==> src/rtl/iob_idbus_arbiter_pkg.sv <==
// Shared types and constants for the ibus/dbus IOb arbiter.
// Tags name the master that owns an outstanding read.
package iob_idbus_arbiter_pkg;

  typedef enum logic [1:0] {
    LOCK_NONE = 2'd0,
    LOCK_I    = 2'd1,
    LOCK_D    = 2'd2
  } lock_e;

  localparam logic TAG_I = 1'b0;
  localparam logic TAG_D = 1'b1;

  localparam int MAX_OUTSTANDING_DEF = 2;

  function automatic lock_e tag2lock(logic tag);
    return tag ? LOCK_D : LOCK_I;
  endfunction

endpackage

==> src/rtl/iob_idbus_arbiter_if.sv <==
// One IOb port: request channel plus read-response channel.
// The master modport issues requests; the slave modport answers them.
interface iob_idbus_arbiter_if #(
  parameter int ADDR_W = 32,
  parameter int DATA_W = 32
);

  logic                valid;
  logic [ADDR_W-1:0]   addr;
  logic [DATA_W-1:0]   wdata;
  logic [DATA_W/8-1:0] wstrb;
  logic                ready;
  logic [DATA_W-1:0]   rdata;
  logic                rvalid;
  logic                rready;

  modport master (
    output valid, addr, wdata, wstrb, rready,
    input  ready, rdata, rvalid
  );

  modport slave (
    input  valid, addr, wdata, wstrb, rready,
    output ready, rdata, rvalid
  );

endinterface

==> src/rtl/iob_idbus_arbiter_tagq.sv <==
// 1-bit tag FIFO: remembers which master owns each accepted read.
// Callers never push when full nor pop when empty.
module iob_idbus_arbiter_tagq
  import iob_idbus_arbiter_pkg::*;
#(
  parameter int DEPTH = MAX_OUTSTANDING_DEF,
  parameter int CW    = $clog2(DEPTH + 1)
) (
  input  logic          clk_i,
  input  logic          rst_i,
  input  logic          push_i,
  input  logic          tag_i,
  input  logic          pop_i,
  output logic          head_o,
  output logic [CW-1:0] count_o,
  output logic          full_o
);

  localparam int PW = (DEPTH > 1) ? $clog2(DEPTH) : 1;

  logic [DEPTH-1:0] mem_q, mem_d;
  logic [PW-1:0]    wr_q, wr_d;
  logic [PW-1:0]    rd_q, rd_d;
  logic [CW-1:0]    cnt_q, cnt_d;

  function automatic logic [PW-1:0] nxt(logic [PW-1:0] p);
    return (p == PW'(DEPTH - 1)) ? '0 : p + PW'(1);
  endfunction

  always_comb begin
    mem_d = mem_q;
    wr_d  = wr_q;
    rd_d  = rd_q;
    cnt_d = cnt_q;
    if (push_i) begin
      mem_d[wr_q] = tag_i;
      wr_d        = nxt(wr_q);
    end
    if (pop_i) begin
      rd_d = nxt(rd_q);
    end
    unique case ({push_i, pop_i})
      2'b10:   cnt_d = cnt_q + CW'(1);
      2'b01:   cnt_d = cnt_q - CW'(1);
      default: cnt_d = cnt_q;
    endcase
  end

  always_ff @(posedge clk_i) begin
    if (rst_i) begin
      mem_q <= '0;
      wr_q  <= '0;
      rd_q  <= '0;
      cnt_q <= '0;
    end else begin
      mem_q <= mem_d;
      wr_q  <= wr_d;
      rd_q  <= rd_d;
      cnt_q <= cnt_d;
    end
  end

  assign head_o  = mem_q[rd_q];
  assign count_o = cnt_q;
  assign full_o  = (cnt_q == CW'(DEPTH));

endmodule

==> src/rtl/iob_idbus_arbiter.sv <==
// Round-robin merge of the ibus and dbus IOb masters onto one slave.
// Grant locks until accepted; read responses follow a tag queue.
module iob_idbus_arbiter
  import iob_idbus_arbiter_pkg::*;
#(
  parameter int ADDR_W          = 32,
  parameter int DATA_W          = 32,
  parameter int MAX_OUTSTANDING = MAX_OUTSTANDING_DEF
) (
  input  logic clk_i,
  input  logic rst_i,
  iob_idbus_arbiter_if.slave  ibus,
  iob_idbus_arbiter_if.slave  dbus,
  iob_idbus_arbiter_if.master mem
);

  localparam int CW = $clog2(MAX_OUTSTANDING + 1);

  lock_e lock_q, lock_d;
  logic  last_q, last_d;

  logic                gnt_v;
  logic                gnt_tag;
  logic                req_v;
  logic                mem_v;
  logic                accept;
  logic [ADDR_W-1:0]   addr_sel;
  logic [DATA_W-1:0]   wdata_sel;
  logic [DATA_W/8-1:0] wstrb_sel;

  logic          push, pop;
  logic          head;
  logic [CW-1:0] count;
  logic          full;
  logic          has_tag;

  always_comb begin
    gnt_v   = 1'b0;
    gnt_tag = TAG_I;
    unique case (1'b1)
      (lock_q == LOCK_I): begin
        gnt_v   = 1'b1;
        gnt_tag = TAG_I;
      end
      (lock_q == LOCK_D): begin
        gnt_v   = 1'b1;
        gnt_tag = TAG_D;
      end
      default: begin
        if (ibus.valid && dbus.valid) begin
          gnt_v   = 1'b1;
          gnt_tag = ~last_q;
        end else if (ibus.valid) begin
          gnt_v   = 1'b1;
          gnt_tag = TAG_I;
        end else if (dbus.valid) begin
          gnt_v   = 1'b1;
          gnt_tag = TAG_D;
        end
      end
    endcase
  end

  always_comb begin
    req_v     = gnt_tag ? dbus.valid : ibus.valid;
    mem_v     = gnt_v & req_v & ~full & ~rst_i;
    accept    = mem_v & mem.ready;
    addr_sel  = '0;
    wdata_sel = '0;
    wstrb_sel = '0;
    if (mem_v) begin
      addr_sel  = gnt_tag ? dbus.addr  : ibus.addr;
      wdata_sel = gnt_tag ? dbus.wdata : ibus.wdata;
      wstrb_sel = gnt_tag ? dbus.wstrb : ibus.wstrb;
    end
  end

  // A stalled request keeps the grant; any other cycle frees it.
  always_comb begin
    lock_d = LOCK_NONE;
    last_d = last_q;
    if (mem_v && !mem.ready) begin
      lock_d = tag2lock(gnt_tag);
    end
    if (accept) begin
      last_d = gnt_tag;
    end
  end

  always_ff @(posedge clk_i) begin
    if (rst_i) begin
      lock_q <= LOCK_NONE;
      last_q <= TAG_D;
    end else begin
      lock_q <= lock_d;
      last_q <= last_d;
    end
  end

  assign push = accept & (wstrb_sel == '0);

  iob_idbus_arbiter_tagq #(
    .DEPTH (MAX_OUTSTANDING),
    .CW    (CW)
  ) u_tagq (
    .clk_i   (clk_i),
    .rst_i   (rst_i),
    .push_i  (push),
    .tag_i   (gnt_tag),
    .pop_i   (pop),
    .head_o  (head),
    .count_o (count),
    .full_o  (full)
  );

  assign has_tag = (count != '0) & ~rst_i;
  assign pop     = mem.rvalid & mem.rready;

  assign mem.valid  = mem_v;
  assign mem.addr   = addr_sel;
  assign mem.wdata  = wdata_sel;
  assign mem.wstrb  = wstrb_sel;
  assign mem.rready = has_tag &
                      (head ? dbus.rready : ibus.rready);

  assign ibus.ready  = accept & (gnt_tag == TAG_I);
  assign dbus.ready  = accept & (gnt_tag == TAG_D);
  assign ibus.rvalid = mem.rvalid & has_tag & (head == TAG_I);
  assign dbus.rvalid = mem.rvalid & has_tag & (head == TAG_D);
  assign ibus.rdata  = mem.rdata;
  assign dbus.rdata  = mem.rdata;

endmodule

==> src/flat_wrapper.sv <==
// flat-port wrapper written by rule: the top's interface ports become plain ports
module iob_idbus_arbiter_flat import iob_idbus_arbiter_pkg::*;
#(
  parameter int ADDR_W          = 32,
  parameter int DATA_W          = 32,
  parameter int MAX_OUTSTANDING = MAX_OUTSTANDING_DEF
)
  (clk_i, rst_i, ibus_valid, ibus_addr, ibus_wdata, ibus_wstrb, ibus_rready, ibus_ready, ibus_rdata, ibus_rvalid, dbus_valid, dbus_addr, dbus_wdata, dbus_wstrb, dbus_rready, dbus_ready, dbus_rdata, dbus_rvalid, mem_valid, mem_addr, mem_wdata, mem_wstrb, mem_rready, mem_ready, mem_rdata, mem_rvalid);
  iob_idbus_arbiter_if #(.ADDR_W(ADDR_W), .DATA_W(DATA_W)) ibus_i ();
  iob_idbus_arbiter_if #(.ADDR_W(ADDR_W), .DATA_W(DATA_W)) dbus_i ();
  iob_idbus_arbiter_if #(.ADDR_W(ADDR_W), .DATA_W(DATA_W)) mem_i ();
  input  logic clk_i;
  input  logic rst_i;
  input wire logic [$bits(ibus_i.valid)-1:0] ibus_valid;
  input wire logic [$bits(ibus_i.addr)-1:0] ibus_addr;
  input wire logic [$bits(ibus_i.wdata)-1:0] ibus_wdata;
  input wire logic [$bits(ibus_i.wstrb)-1:0] ibus_wstrb;
  input wire logic [$bits(ibus_i.rready)-1:0] ibus_rready;
  output wire logic [$bits(ibus_i.ready)-1:0] ibus_ready;
  output wire logic [$bits(ibus_i.rdata)-1:0] ibus_rdata;
  output wire logic [$bits(ibus_i.rvalid)-1:0] ibus_rvalid;
  input wire logic [$bits(dbus_i.valid)-1:0] dbus_valid;
  input wire logic [$bits(dbus_i.addr)-1:0] dbus_addr;
  input wire logic [$bits(dbus_i.wdata)-1:0] dbus_wdata;
  input wire logic [$bits(dbus_i.wstrb)-1:0] dbus_wstrb;
  input wire logic [$bits(dbus_i.rready)-1:0] dbus_rready;
  output wire logic [$bits(dbus_i.ready)-1:0] dbus_ready;
  output wire logic [$bits(dbus_i.rdata)-1:0] dbus_rdata;
  output wire logic [$bits(dbus_i.rvalid)-1:0] dbus_rvalid;
  output wire logic [$bits(mem_i.valid)-1:0] mem_valid;
  output wire logic [$bits(mem_i.addr)-1:0] mem_addr;
  output wire logic [$bits(mem_i.wdata)-1:0] mem_wdata;
  output wire logic [$bits(mem_i.wstrb)-1:0] mem_wstrb;
  output wire logic [$bits(mem_i.rready)-1:0] mem_rready;
  input wire logic [$bits(mem_i.ready)-1:0] mem_ready;
  input wire logic [$bits(mem_i.rdata)-1:0] mem_rdata;
  input wire logic [$bits(mem_i.rvalid)-1:0] mem_rvalid;
  assign ibus_i.valid = ibus_valid;
  assign ibus_i.addr = ibus_addr;
  assign ibus_i.wdata = ibus_wdata;
  assign ibus_i.wstrb = ibus_wstrb;
  assign ibus_i.rready = ibus_rready;
  assign ibus_ready = ibus_i.ready;
  assign ibus_rdata = ibus_i.rdata;
  assign ibus_rvalid = ibus_i.rvalid;
  assign dbus_i.valid = dbus_valid;
  assign dbus_i.addr = dbus_addr;
  assign dbus_i.wdata = dbus_wdata;
  assign dbus_i.wstrb = dbus_wstrb;
  assign dbus_i.rready = dbus_rready;
  assign dbus_ready = dbus_i.ready;
  assign dbus_rdata = dbus_i.rdata;
  assign dbus_rvalid = dbus_i.rvalid;
  assign mem_valid = mem_i.valid;
  assign mem_addr = mem_i.addr;
  assign mem_wdata = mem_i.wdata;
  assign mem_wstrb = mem_i.wstrb;
  assign mem_rready = mem_i.rready;
  assign mem_i.ready = mem_ready;
  assign mem_i.rdata = mem_rdata;
  assign mem_i.rvalid = mem_rvalid;
  iob_idbus_arbiter #(.ADDR_W(ADDR_W), .DATA_W(DATA_W), .MAX_OUTSTANDING(MAX_OUTSTANDING)) u_core (.clk_i(clk_i), .rst_i(rst_i), .ibus(ibus_i), .dbus(dbus_i), .mem(mem_i));
endmodule
==> config.mk <==
export PLATFORM = sky130hd
export DESIGN_NAME = iob_idbus_arbiter_flat
export DESIGN_NICKNAME = d
export VERILOG_FILES = /design/src/rtl/iob_idbus_arbiter_pkg.sv /design/src/rtl/iob_idbus_arbiter_if.sv /design/src/rtl/iob_idbus_arbiter_tagq.sv /design/src/rtl/iob_idbus_arbiter.sv /design/src/flat_wrapper.sv
export SDC_FILE = /design/constraint.sdc
export NUM_CORES = 1
export LEC_CHECK = 0
export ABC_AREA = 1
export CORE_AREA = 2 2 120 122
export DETAILED_ROUTE_END_ITERATION = 16
export DIE_AREA = 0 0 122 124
export PLACE_DENSITY = 0.68
export SYNTH_ARGS = -nofsm -noshare
export SYNTH_HDL_FRONTEND = slang
export SYNTH_SLANG_ARGS = --single-unit
==> constraint.sdc <==
create_clock -name clk_i -period 2.34 [get_ports clk_i]
set_clock_uncertainty 0.2 [all_clocks]
set_input_delay 0.468 -clock clk_i [delete_from_list [all_inputs] [get_ports clk_i]]
set_output_delay 0.468 -clock clk_i [all_outputs]
set_load 0.03 [all_outputs]
==> impl_metrics.xml <==
<?xml version="1.0" encoding="UTF-8"?>
<metrics>
  <group name="outcome">
    <metric name="status" unit="">finished with violations</metric>
    <metric name="violations" unit="">negative setup slack</metric>
  </group>
  <group name="timing">
    <metric name="timing.final.hold_violations" unit="">0</metric>
    <metric name="slew_violations" unit="">0</metric>
    <metric name="post-route-worst-setup-slack" unit="ns">-0.233</metric>
    <metric name="min_cycle_time_layout" unit="ns">2.57</metric>
    <metric name="timing.final.crit_share" unit="">1.10</metric>
    <metric name="tns" unit="ns">-12.66</metric>
    <metric name="rsz0062_at_grt" unit="">yes</metric>
    <metric name="slew_headroom" unit="">0.825</metric>
    <metric name="max_freq" unit="MHz">389</metric>
    <metric name="measured_slew_at_the_worst_slew_check_pin" unit="ns">0.261</metric>
    <metric name="setup_viol" unit="">72</metric>
  </group>
  <group name="finish">
    <metric name="post-route-cell-area" unit="µm²">5660</metric>
    <metric name="layout.nets" unit="">748</metric>
    <metric name="final-seq-area" unit="µm²">183</metric>
    <metric name="fillers" unit="">1355</metric>
    <metric name="fin_util" unit="">0.413</metric>
    <metric name="final_layout_size_suffix_gt1_frac" unit="">0.520</metric>
    <metric name="area_overhead_of_the_layout_relative_to_synthesis" unit="%">182</metric>
    <metric name="instances_no_fill" unit="">749</metric>
    <metric name="antenna_cells" unit="">0</metric>
    <metric name="multi_input_area" unit="µm²">2020</metric>
  </group>
  <group name="placement">
    <metric name="gp_congestion" unit="">0.775</metric>
    <metric name="placedCellCount" unit="">724</metric>
    <metric name="detailedPlacementHpwl" unit="µm">7610</metric>
    <metric name="placement.io_buffers" unit="">217</metric>
    <metric name="placedInstanceArea" unit="µm²">4510</metric>
  </group>
  <group name="routing">
    <metric name="route.final.wire_length" unit="µm">10800</metric>
    <metric name="drcViolationCount" unit="">0</metric>
    <metric name="vias_per_cell" unit="">4.09</metric>
    <metric name="drtAntennaViolNets" unit="">0</metric>
    <metric name="route.vias.total" unit="">3061</metric>
    <metric name="drt_first_iter_violations" unit="">78</metric>
    <metric name="dr.pass1.iters" unit="">4</metric>
    <metric name="detail_route.wl_per_cell" unit="µm">14.4</metric>
  </group>
  <group name="floorplan">
    <metric name="die_area" unit="µm²">15100</metric>
    <metric name="placement_rows" unit="">43</metric>
    <metric name="coreArea" unit="µm²">13700</metric>
    <metric name="die_h" unit="µm">124</metric>
    <metric name="num_io_pins" unit="">314</metric>
    <metric name="chipWidth" unit="µm">122</metric>
    <metric name="floorplan.initialDensity" unit="">0.147</metric>
  </group>
  <group name="yosys">
    <metric name="syn_avg_cell_area" unit="µm²">5.35</metric>
    <metric name="syn_nets" unit="">554</metric>
    <metric name="ys_ff_latch" unit="">9</metric>
    <metric name="mappedNetlistArea" unit="µm²">2010</metric>
    <metric name="synth_warnings" unit="">0</metric>
    <metric name="post_synth_inst_count" unit="">376</metric>
    <metric name="synth.top_cells.by_area" unit="">sky130_fd_sc_hd__nand2_1, sky130_fd_sc_hd__buf_4, sky130_fd_sc_hd__a21oi_1</metric>
    <metric name="synth_largest_area_cell" unit="">sky130_fd_sc_hd__nand2_1</metric>
    <metric name="yosysSeqAreaShare" unit="">0.0896</metric>
    <metric name="post_synth_num_cell_types" unit="">24</metric>
    <metric name="synthDominantCellAreaShare" unit="">0.274</metric>
  </group>
  <group name="setup_path">
    <metric name="arrival" unit="ns">1.91</metric>
    <metric name="cp-end-kind" unit="">output pin</metric>
    <metric name="timing_worst_setup_path_type" unit="">reg2out</metric>
    <metric name="critPathMostFrequentCell" unit="">sky130_fd_sc_hd__buf_12</metric>
    <metric name="cpMaxStageDelayCell" unit="">sky130_fd_sc_hd__dfxtp_2</metric>
    <metric name="critical_path_peak_fanout" unit="">7</metric>
    <metric name="start_kind" unit="">flop</metric>
    <metric name="critical_path.cell_chain" unit="">ha_4, inv_2, nand2_4, buf_12, nand2_8, buf_12, clkbuf_16, nand2_1, a21oi_2, buf_6</metric>
    <metric name="critical_path.n_buffers_inverters" unit="">5</metric>
    <metric name="critical_path.top_delay_family" unit="">buffers and inverters</metric>
    <metric name="slowest_delay" unit="ns">0.33</metric>
    <metric name="critical_path_required" unit="ns">1.67</metric>
  </group>
  <group name="power_and_ir_drop">
    <metric name="ir_drop_worst_case_vdd" unit="V">0.000190</metric>
    <metric name="pwr_cell_area" unit="nW/µm²">327</metric>
    <metric name="p_leak" unit="nW">2.37</metric>
  </group>
  <group name="flow_run">
    <metric name="drv.max_cap_violation_count" unit="">0</metric>
  </group>
  <group name="clock_tree">
    <metric name="clock_tree.htree_level_count" unit="">1</metric>
    <metric name="clock_pin_transition_on_the_worst_setup_and_hold_timing_paths" unit="ns">0.04</metric>
    <metric name="max-clock-path-buffers" unit="">2</metric>
    <metric name="numCtsBuffers" unit="">3</metric>
    <metric name="clockRootBuffer" unit="">sky130_fd_sc_hd__clkbuf_16</metric>
    <metric name="clock_sink_count" unit="">9</metric>
    <metric name="clock_latency_at_the_later_pin_of_the_worst_skew_pair" unit="ns">0.24</metric>
    <metric name="cts_hold_repair.buffers" unit="">0</metric>
    <metric name="clock_tree_from_tritoncts" unit="">built</metric>
  </group>
  <group name="grt">
    <metric name="grt-ovfl-total" unit="">0</metric>
    <metric name="number_of_antenna_violations_at_the_first_check_in_global_routing" unit="">0</metric>
    <metric name="gr-usage-all-layers" unit="">0.125</metric>
    <metric name="maximum_number_of_pins_on_one_net_before_global_route_repair" unit="">27</metric>
    <metric name="grt_pass1_wl" unit="µm">15000</metric>
    <metric name="vias_in_the_first_global_route" unit="">2935</metric>
  </group>
  <group name="worst_hold_path">
    <metric name="holdCritPathClass" unit="">reg2reg</metric>
  </group>
</metrics>
[worst min-delay path: cells and delay by family, from the launching register on]
| family | cells | cell delay, ns |
|---|---|---|
| flip-flops | 1 | 0.30 |
| AO/OA/AOI/OAI | 1 | 0.06 |
| buffers and inverters | 1 | 0.08 |
[cell type report]
| type | instances | area share |
|---|---|---|
| clock buffer | 4 | 0.0139 |
| timing repair buffer | 274 | 0.539 |
| tap | 180 | 0.0398 |
| sequential | 9 | 0.0323 |
| multi-input combinational | 260 | 0.356 |
| inverter | 22 | 0.0186 |
[state kept, by name (all words and copies together) (netlist names)]
register and count:
u_core.last_q 1, u_core.lock_q 2, u_core.u_tagq.count_o 2, u_core.u_tagq.mem_q 2, u_core.u_tagq.rd_q 1, u_core.u_tagq.wr_q 1
[power by group]
part	total [mW]	internal (mW)	switching, mW
Combinational	1.37	0.698	0.674
Sequential	0.165	0.160	0.00471
Clock	0.313	0.229	0.0842
Total	1.85	1.09	0.763
[logic make-up (layout without fill, tap and decap cells)]
kind of cell / after synthesis / after routing / share of synthesized area
and+or+nand+nor: 177 / 177 / 0.364
buffers and inverters: 107 / 300 / 0.327
AOI/OAI and AO/OA: 80 / 80 / 0.203
DFF: 9 / 9 / 0.0896
adders and majority gates: 2 / 2 / 0.0124
xor gates and xnor gates: 1 / 1 / 0.00436
[cells in the mapped netlist]
cell type,number
sky130_fd_sc_hd__clkbuf_1,11
sky130_fd_sc_hd__inv_2,6
sky130_fd_sc_hd__nor3_1,2
sky130_fd_sc_hd__nand2_1,147
sky130_fd_sc_hd__a21oi_1,71
sky130_fd_sc_hd__a21oi_2,2
sky130_fd_sc_hd__nand3_2,1
sky130_fd_sc_hd__nand2_2,3
sky130_fd_sc_hd__buf_4,65
sky130_fd_sc_hd__and2_1,1
sky130_fd_sc_hd__o21ai_0,4
sky130_fd_sc_hd__ha_1,2
sky130_fd_sc_hd__and3_1,1
sky130_fd_sc_hd__nor2_2,2
sky130_fd_sc_hd__nand4_1,2
sky130_fd_sc_hd__nand2_4,2
sky130_fd_sc_hd__buf_2,9
sky130_fd_sc_hd__xor2_1,1
sky130_fd_sc_hd__nor2_1,9
sky130_fd_sc_hd__inv_1,16
sky130_fd_sc_hd__dfxtp_1,9
sky130_fd_sc_hd__o21ai_1,3
sky130_fd_sc_hd__nand3_1,5
sky130_fd_sc_hd__nor2_4,2
[routing by layer]
layer	global-route usage	up-vias	wire [µm]
li1	-	1513	-
met1	0.147	1348	4070
met2	0.221	157	5490
met3	0.0353	43	928
met4	0.0409	0	313
met5	0	-	0
[stage by stage]
stage	hold slack (ns)	worst slack [ns]	power (mW)
final	0.295	-0.233	1.85
after global routing	0.328	-0.314	1.94
after CTS	0.292	-0.219	1.75
after detailed placement	0.284	-0.528	1.23
after global placement	0.267	-0.447	1.23
after floorplan	0.242	-0.0947	0.900
[cells in the final DEF (no fill, tap or decap), types with 2 or more instances in the layout]
cell                              instances
sky130_fd_sc_hd__nor2_4                   5
sky130_fd_sc_hd__dlygate4sd2_1            3
sky130_fd_sc_hd__nand2_4                 24
sky130_fd_sc_hd__a21oi_1                  5
sky130_fd_sc_hd__ha_4                     2
sky130_fd_sc_hd__dfxtp_1                  7
sky130_fd_sc_hd__nand3_1                  5
sky130_fd_sc_hd__nand2_2                 43
sky130_fd_sc_hd__o21ai_1                  5
sky130_fd_sc_hd__inv_1                   11
sky130_fd_sc_hd__nand2_1                 84
sky130_fd_sc_hd__buf_16                   6
sky130_fd_sc_hd__buf_6                   75
sky130_fd_sc_hd__nor3_1                   2
sky130_fd_sc_hd__clkdlybuf4s50_1        140
sky130_fd_sc_hd__buf_12                  14
sky130_fd_sc_hd__nand4_1                  2
sky130_fd_sc_hd__nor2_2                   2
sky130_fd_sc_hd__inv_2                    7
sky130_fd_sc_hd__buf_4                   30
sky130_fd_sc_hd__a21oi_2                 36
sky130_fd_sc_hd__a21oi_4                 32
sky130_fd_sc_hd__clkbuf_16                5
sky130_fd_sc_hd__dfxtp_2                  2
sky130_fd_sc_hd__buf_8                    4
sky130_fd_sc_hd__nor2_1                   6
sky130_fd_sc_hd__inv_4                    2
[final timing paths]
check                                                           start                                     to  slack [ns]  cells past startpoint
worst max-delay path                      u_core.lock_q[1]$_SDFF_PP0_                            mem_addr[3]       -0.23                     10
worst min-delay path            u_core.u_tagq.count_o[1]$_SDFFE_PP0P_  u_core.u_tagq.count_o[1]$_SDFFE_PP0P_        0.29                      2
worst max register to register            u_core.lock_q[0]$_SDFF_PP0_  u_core.u_tagq.count_o[1]$_SDFFE_PP0P_       -0.19                     19
worst min register to register  u_core.u_tagq.count_o[1]$_SDFFE_PP0P_  u_core.u_tagq.count_o[1]$_SDFFE_PP0P_        0.29                      2
[timing repair]
action	in CTS	in global routing
gates cloned	6	2
pin swaps	11	37
setup buffers	10	5
resized for setup	119	99
setup endpoints to repair	75	73
(Power assumes the default switching activity.)
